File: config.mk
export PLATFORM = sky130hd
export DESIGN_NAME = fetch_stage
export DESIGN_NICKNAME = d
export VERILOG_FILES = /design/src/rtl/fetch_stage.sv
export SDC_FILE = /design/constraint.sdc
export NUM_CORES = 1
export LEC_CHECK = 0
export ABC_CLOCK_PERIOD_IN_PS = 5900
export CAP_MARGIN = 0
export CORE_UTILIZATION = 45
export CTS_BUF_LIST = sky130_fd_sc_hd__clkbuf_2 sky130_fd_sc_hd__clkbuf_4 sky130_fd_sc_hd__clkbuf_8
export CTS_CLUSTER_SIZE = 16
export DETAILED_ROUTE_END_ITERATION = 10
export PLACE_DENSITY = 0.78
export SLEW_MARGIN = 20
export SYNTH_ARGS = -nofsm -noshare
export SYNTH_HDL_FRONTEND = slang
export SYNTH_SLANG_ARGS = --single-unit
File: constraint.sdc
create_clock -name i_clk -period 5.9 [get_ports i_clk]
set_input_delay 1.18 -clock i_clk [delete_from_list [all_inputs] [get_ports i_clk]]
set_output_delay 1.18 -clock i_clk [all_outputs]
set_load 0.01 [all_outputs]
File: src/rtl/fetch_stage.sv
// Instruction-fetch front end: owns the PC, issues one outstanding SRAM read at a
// time and buffers returned words with their PCs in a 2-entry queue for decode.
module fetch_stage #(
  parameter logic [31:0] RESET_PC = 32'h0000_0000
) (
  input  logic        i_clk,
  input  logic        i_reset,
  output logic        imem_req,
  output logic [31:0] imem_addr,
  input  logic        imem_rvalid,
  input  logic [31:0] imem_rdata,
  input  logic        redirect_vld,
  input  logic [31:0] redirect_pc,
  input  logic        stall_id,
  output logic        o_insn_vld,
  output logic [31:0] o_instr,
  output logic [31:0] o_pc
);

  typedef enum logic [1:0] {IDLE, WAIT, DISCARD} state_e;

  typedef struct packed {
    logic [31:0] pc;
    logic [31:0] instr;
  } entry_t;

  state_e            state_q;
  logic [31:0]       pc_q;
  logic [31:0]       req_pc_q;
  entry_t [1:0]      fifo_q;
  logic              rd_q;
  logic [1:0]        count_q;

  entry_t            head;
  logic              pop;
  logic              accept;
  logic              issue;
  logic              wr_idx;
  logic [1:0]        count_d;
  logic              unused_redirect_lsbs;

  assign unused_redirect_lsbs = ^redirect_pc[1:0];

  always_comb begin
    head       = fifo_q[rd_q];
    o_insn_vld = (count_q != 2'd0) && !redirect_vld;
    o_instr    = (count_q != 2'd0) ? head.instr : 32'h0;
    o_pc       = (count_q != 2'd0) ? head.pc    : 32'h0;
    pop        = o_insn_vld && !stall_id;
    accept     = imem_rvalid && (state_q == WAIT) && !redirect_vld;
    // Occupancy never exceeds 2: a request is only issued when a slot is
    // guaranteed for its response.
    count_d    = count_q + {1'b0, accept} - {1'b0, pop};
    issue      = ((state_q == IDLE) || ((state_q == WAIT) && imem_rvalid)) &&
                 (count_d < 2'd2) && !redirect_vld;
    imem_req   = issue && !i_reset;
    imem_addr  = pc_q;
    // With two entries the write slot is the head when full (pop frees it).
    wr_idx     = rd_q ^ count_q[0];
  end

  always_ff @(posedge i_clk or posedge i_reset) begin
    if (i_reset) begin
      state_q  <= IDLE;
      pc_q     <= RESET_PC;
      req_pc_q <= 32'h0;
      fifo_q   <= '0;
      rd_q     <= 1'b0;
      count_q  <= 2'd0;
    end else if (redirect_vld) begin
      count_q <= 2'd0;
      rd_q    <= 1'b0;
      pc_q    <= {redirect_pc[31:2], 2'b00};
      // A request still in flight must have its response swallowed.
      case (state_q)
        WAIT:    state_q <= imem_rvalid ? IDLE : DISCARD;
        DISCARD: state_q <= imem_rvalid ? IDLE : DISCARD;
        default: state_q <= IDLE;
      endcase
    end else begin
      if (accept) fifo_q[wr_idx] <= '{pc: req_pc_q, instr: imem_rdata};
      if (pop) rd_q <= ~rd_q;
      count_q <= count_d;
      if (issue) begin
        pc_q     <= pc_q + 32'd4;
        req_pc_q <= pc_q;
        state_q  <= WAIT;
      end else if ((state_q != IDLE) && imem_rvalid) begin
        state_q <= IDLE;
      end
    end
  end

endmodule

==> flow_summary.ini <==
[status]
status = complete, no violations

[floorplanning]
placement_rows = 50
die_height_um = 142
start_util = 0.464
core_area_um2 = 19000
die_area_um2 = 20100
fp.dieW_um = 142
ios = 167

[timing]
maxSlewViolCount = 0
fmax_mhz = 190
rsz0062_at_grt = false
timing.final.ws_setup_ns = 0.643
fin_crit_sh = 0.891
tns_ns = 0
finalWorstPathRequiredPeriod_ns = 5.26
finalSetupViolCount = 0
worst_pin_slew_ns = 1.06
fin_skew_ns = 0.0128
relSlewSlack = 0.291
hold_slack_ns = 0.511
hold_viol_final = 0

[cts]
clock-root-buffer = clkbuf_8
clock_latency_ns = 0.47
max-clock-path-buffers = 2
cts_hold_buf = 0
cts_tree = yes
h-tree-depth = 4
path_clk_slew_ns = 0.09
cts-resized-gates = 0
clock-sinks = 189
cts_setup_buffers = 0
numCtsBuffers = 17

[global_route]
grt_busiest_layer = met2
gr-usage-met2 = 0.339
grt_util_all_layers = 0.213
grt_max_degree = 190
antenna_found_initial = 0
grt_use_met3 = 0.0405
grt_pass1_wl_um = 32800
grt_pass1_vias = 6266
grt-ovfl-total = 0
grt_use_met1 = 0.285

[placement]
dp_hpwl_um = 13100
io_buffers = 160
dpl_worst_slack_ns = 0.684
gp_congestion = 0.803

[setup_path]
critPathMaxStageDelay_ns = 0.56
worstSetupStartpointType = input pin
path_class = in -> out
required_ns = 4.72
arrival_ns = 4.08
cpMaxStageDelayCell = clkdlybuf4s50_1
path_cells = clkdlybuf4s50_1 > clkinv_1 > nand3_1 > ha_1 > inv_1 > ha_1 > xnor3_1 > nand2_1 > nor3_1 > clkdlybuf4s50_1
critical_path_peak_fanout = 9
critPathBufInv = 4
cp_top_family = buffers and inverters
cp-end-kind = output port

[logic_synthesis]
synth_area_leaders = dfrtp_1 (54%), mux2_2 (20%), mux2i_1 (7.2%), nor2_1 (3.6%), clkbuf_1 (1.5%)
avgSynthCellArea_um2 = 12.1
synthArstFlopShare = 1.00
seq_area_frac_synth = 0.537
ys_types = 41
syn_area_um2 = 8800
yosys-top-cells-count = dfrtp_1 (189), mux2_2 (154), nor2_1 (84), mux2i_1 (63), clkbuf_1 (35)
yosysTopAreaCellShare = 0.537
synth_edf_count = 0
yosysTopAreaCell = dfrtp_1
yosysMostFrequentCell = dfrtp_1
synth-seq-cells = 189
synthFlopType = dfrtp_1
postSynthCellCount = 726
ys_warn_count = 0

[routing]
vias = 6211
route.detailed.drc = 0
wl_per_cell_um = 17.9
drt-initial-drc-count = 323
dr.pass1.iters = 4
drt.antenna.violating_nets = 0
viasPerCell = 5.45
wl_um = 20300

[layout]
fin_util = 0.588
finalNetCount = 941
seqCellArea_um2 = 4730
multi_input_area_um2 = 3880
num_antenna_cells = 0
drive_gt1_frac = 0.228
areaGrowthSynthToFinish_pct = 26.7
num-fill-cells = 1578

[pwr]
irDropWorstVdd_mv = 0.189
power_density_nw_per_um2 = 400
leakagePower_nw = 4.47

[job]
cap_violations = 0

[worst_hold_path]
hp-class = reg -> reg
[routing by layer]
layer	routed length, um	part of all wire
met1	8890	0.44
met2	9950	0.49
met3	995	0.049
met4	510	0.025
met5	0	0
[sequential cells by signal, summed over array words and instances (netlist names)]
signal and count:
count_q 2, fifo_q 124, imem_addr 30, rd_q 1
req_pc_q 30, state_q 2
[cells by family after synthesis]
kind of cell / Yosys count / share of synthesized area
AOI/OAI and AO/OA: 56 / 0.0414
xor gates and xnor gates: 8 / 0.0112
adders and majority gates: 5 / 0.00711
buffers and inverters: 57 / 0.0266
DFF: 189 / 0.537
muxes: 217 / 0.269
other: 1 / 0.000426
and+or+nand+nor: 193 / 0.107
[power by group]
group	internal, mW	switching, mW	total [mW]	leakage, nW
registers	1.82	0.337	2.15	2.31
clock network	0.547	0.457	1.00	0.229
logic	0.792	0.516	1.31	1.94
total	3.15	1.31	4.46	4.47
[through the flow]
step | area, um2 | power [mW] | std cells
final | 11200 | 4.46 | 1139
after global routing | 11200 | 4.75 | 1139
after CTS | 11100 | 4.51 | 1138
after detailed placement | 10700 | 3.50 | 1107
after global placement | 10700 | 3.44 | 1107
after floorplan | 8820 | 2.99 | 729
[path summary, 6_finish.rpt]
path | startpoint | endpoint | slack [ns] | cells past startpoint
max in group asynchronous | i_reset | rd_q | 3.79 | 4
worst max register to register | state_q[1] | req_pc_q[19] | 2.38 | 11
worst min-delay path | fifo_q[51] | fifo_q[51] | 0.51 | 1
min in group asynchronous | i_reset | imem_addr[7] | 1.15 | 3
worst min register to register | fifo_q[51] | fifo_q[51] | 0.51 | 1
worst max-delay path | redirect_vld | imem_req | 0.64 | 10
[layout by cell type, fill, tap and decap left out, drive strengths merged, types with 9 or more instances in the layout]
| master | n |
|---|---|
| dfrtp | 189 |
| buf | 9 |
| nor2 | 84 |
| o21ai | 13 |
| and4 | 9 |
| nand3 | 24 |
| o31ai | 12 |
| a31oi | 14 |
| nand2 | 25 |
| mux2 | 154 |
| or4 | 17 |
| clkbuf | 17 |
| clkdlybuf4s50 | 160 |
| nand4 | 11 |
| mux2i | 63 |
[final cells by class]
type | count | area share
flip-flops and latches | 189 | 0.424
multi-input cells | 483 | 0.348
repair buffers | 169 | 0.154
well taps | 260 | 0.0292
clock inverters | 14 | 0.0214
clock buffers | 17 | 0.0210
inverters | 7 | 0.00269
Note: power is estimated with default switching activity, not from simulation.
==> patch, RTL diff (same settings) <==
Re-encode `state_e` (3 states) as one-hot, 3 bits wide.
--- a/src/rtl/fetch_stage.sv
+++ b/src/rtl/fetch_stage.sv
@@ -17,7 +17,7 @@
   output logic [31:0] o_pc
 );
 
-  typedef enum logic [1:0] {IDLE, WAIT, DISCARD} state_e;
+  typedef enum logic [2:0] {IDLE = 3'b001, WAIT = 3'b010, DISCARD = 3'b100} state_e;
 
   typedef struct packed {
     logic [31:0] pc;
Check against the original RTL: no difference found for any inputs over 4 cycles, from zero or initial values and one cycle with i_reset high; so few cycles prove little.
==> patch against the unedited design <==
  * Routed wire length fell by 3.9%
  * Setup slack improved by 0.19 ns
  * Final cell count fell by 1.1%
  * Power fell by 11%
  * Cell area fell by 1.1%
  * Combinational power fell by 15%
  * Area after synthesis fell by 0.26%
  * Sequential cell count rose by 1
  * Largest power group unchanged
==> patch: results <==
group,metric,value,unit
run_status,status,"completed",
pwr,p_int,2.746,mW
place,hpwl,12170,µm
route,vias,5930,
route,routed_wl,19550,µm
route,dr_wl_met3,1098,µm
logic_synthesis,synthMuxAreaShare,0.2732,
pwr,total_power,3.972,mW
sta,skew,0.01454,ns
sta,slew_headroom,0.3629,
logic_synthesis,synth-compound-area-share,0.02408,
global_routing,grt_max_degree,191,
logic_synthesis,seq_area_frac_synth,0.5416,
place,place.gp.congestion,0.8149,
logic_synthesis,synth_xor_area_frac,0.03249,
global_routing,use_met3,0.04489,
cells_and_area,final_net_count,926,
logic_synthesis,yosysUniqueCellTypes,45,
route,drt-met1-wl,9204,µm
place,dpl.cell_count,1094,
pwr,power_leader,"sequential cells",
route,viasPerCell,5.262,
place,placed_area,10610,µm²
global_routing,grt_use_total,0.2044,
place,port_buffers,160,
critical_path,arrival,3.88,ns
critical_path,cp_max_fo,6,
logic_synthesis,synth_adder_area_share,0.004275,
route,dr_wl_met2,9059,µm
pwr,pg_seq,1.99,mW
global_routing,grt_pass1_wl,31740,µm
min_path,min_path_type,"register to register",
pwr,p_leak,4.676,nW
global_routing,use_met2,0.3243,
logic_synthesis,synth_area_per_cell,12.37,µm²
route,drtIter0Drc,384,
pwr,peakVddDrop,0.2034,mV
logic_synthesis,synth_area_leaders,"dfrtp_1 (54%), mux2_2 (20%), mux2i_1 (7.2%), nor2_1 (3.1%), xnor2_1 (1.7%)",
pwr,pg_comb,1.11,mW
place,preCtsSetupSlack,0.8386,ns
cells_and_area,drive_gt1_frac,0.2491,
global_routing,grt_use_met1,0.2825,
logic_synthesis,ys_top_cells_by_count,"dfrtp_1 (189), mux2_2 (157), nor2_1 (73)",
patch: cell types whose count changed in the layout (fill, tap and decap cells not counted), sizes merged, moves of 5 or more:
cell	delta
a31oi	-13
and4	-7
inv	+5
nand2	+11
nand3	-12
nor2	-11
nor4	+6
o21ai	+15
o31ai	-12
or4	-16
xnor2	+14
xor2	+10
patch: path summary, 6_finish.rpt:
kind	from	to	slack, ns	cells past startpoint
worst max register to register	state_q[1]	req_pc_q[29]	2.41	12
worst min-delay path	state_q[0]	state_q[0]	0.49	2
worst min register to register	state_q[0]	state_q[0]	0.49	2
max in group asynchronous	i_reset	rd_q	3.68	4
min in group asynchronous	i_reset	imem_addr[7]	1.15	3
worst max-delay path	imem_rvalid	imem_req	0.84	11
patch: final cells by class:
type	instances	area, µm²
Fill cell	1618	7863
Timing Repair Buffer	169	1697
Tap cell	260	325.3
Clock inverter	14	156.4
Inverter	9	37.54
Multi-Input combinational cell	467	3814
Clock buffer	18	241.5
Sequential cell	190	4760
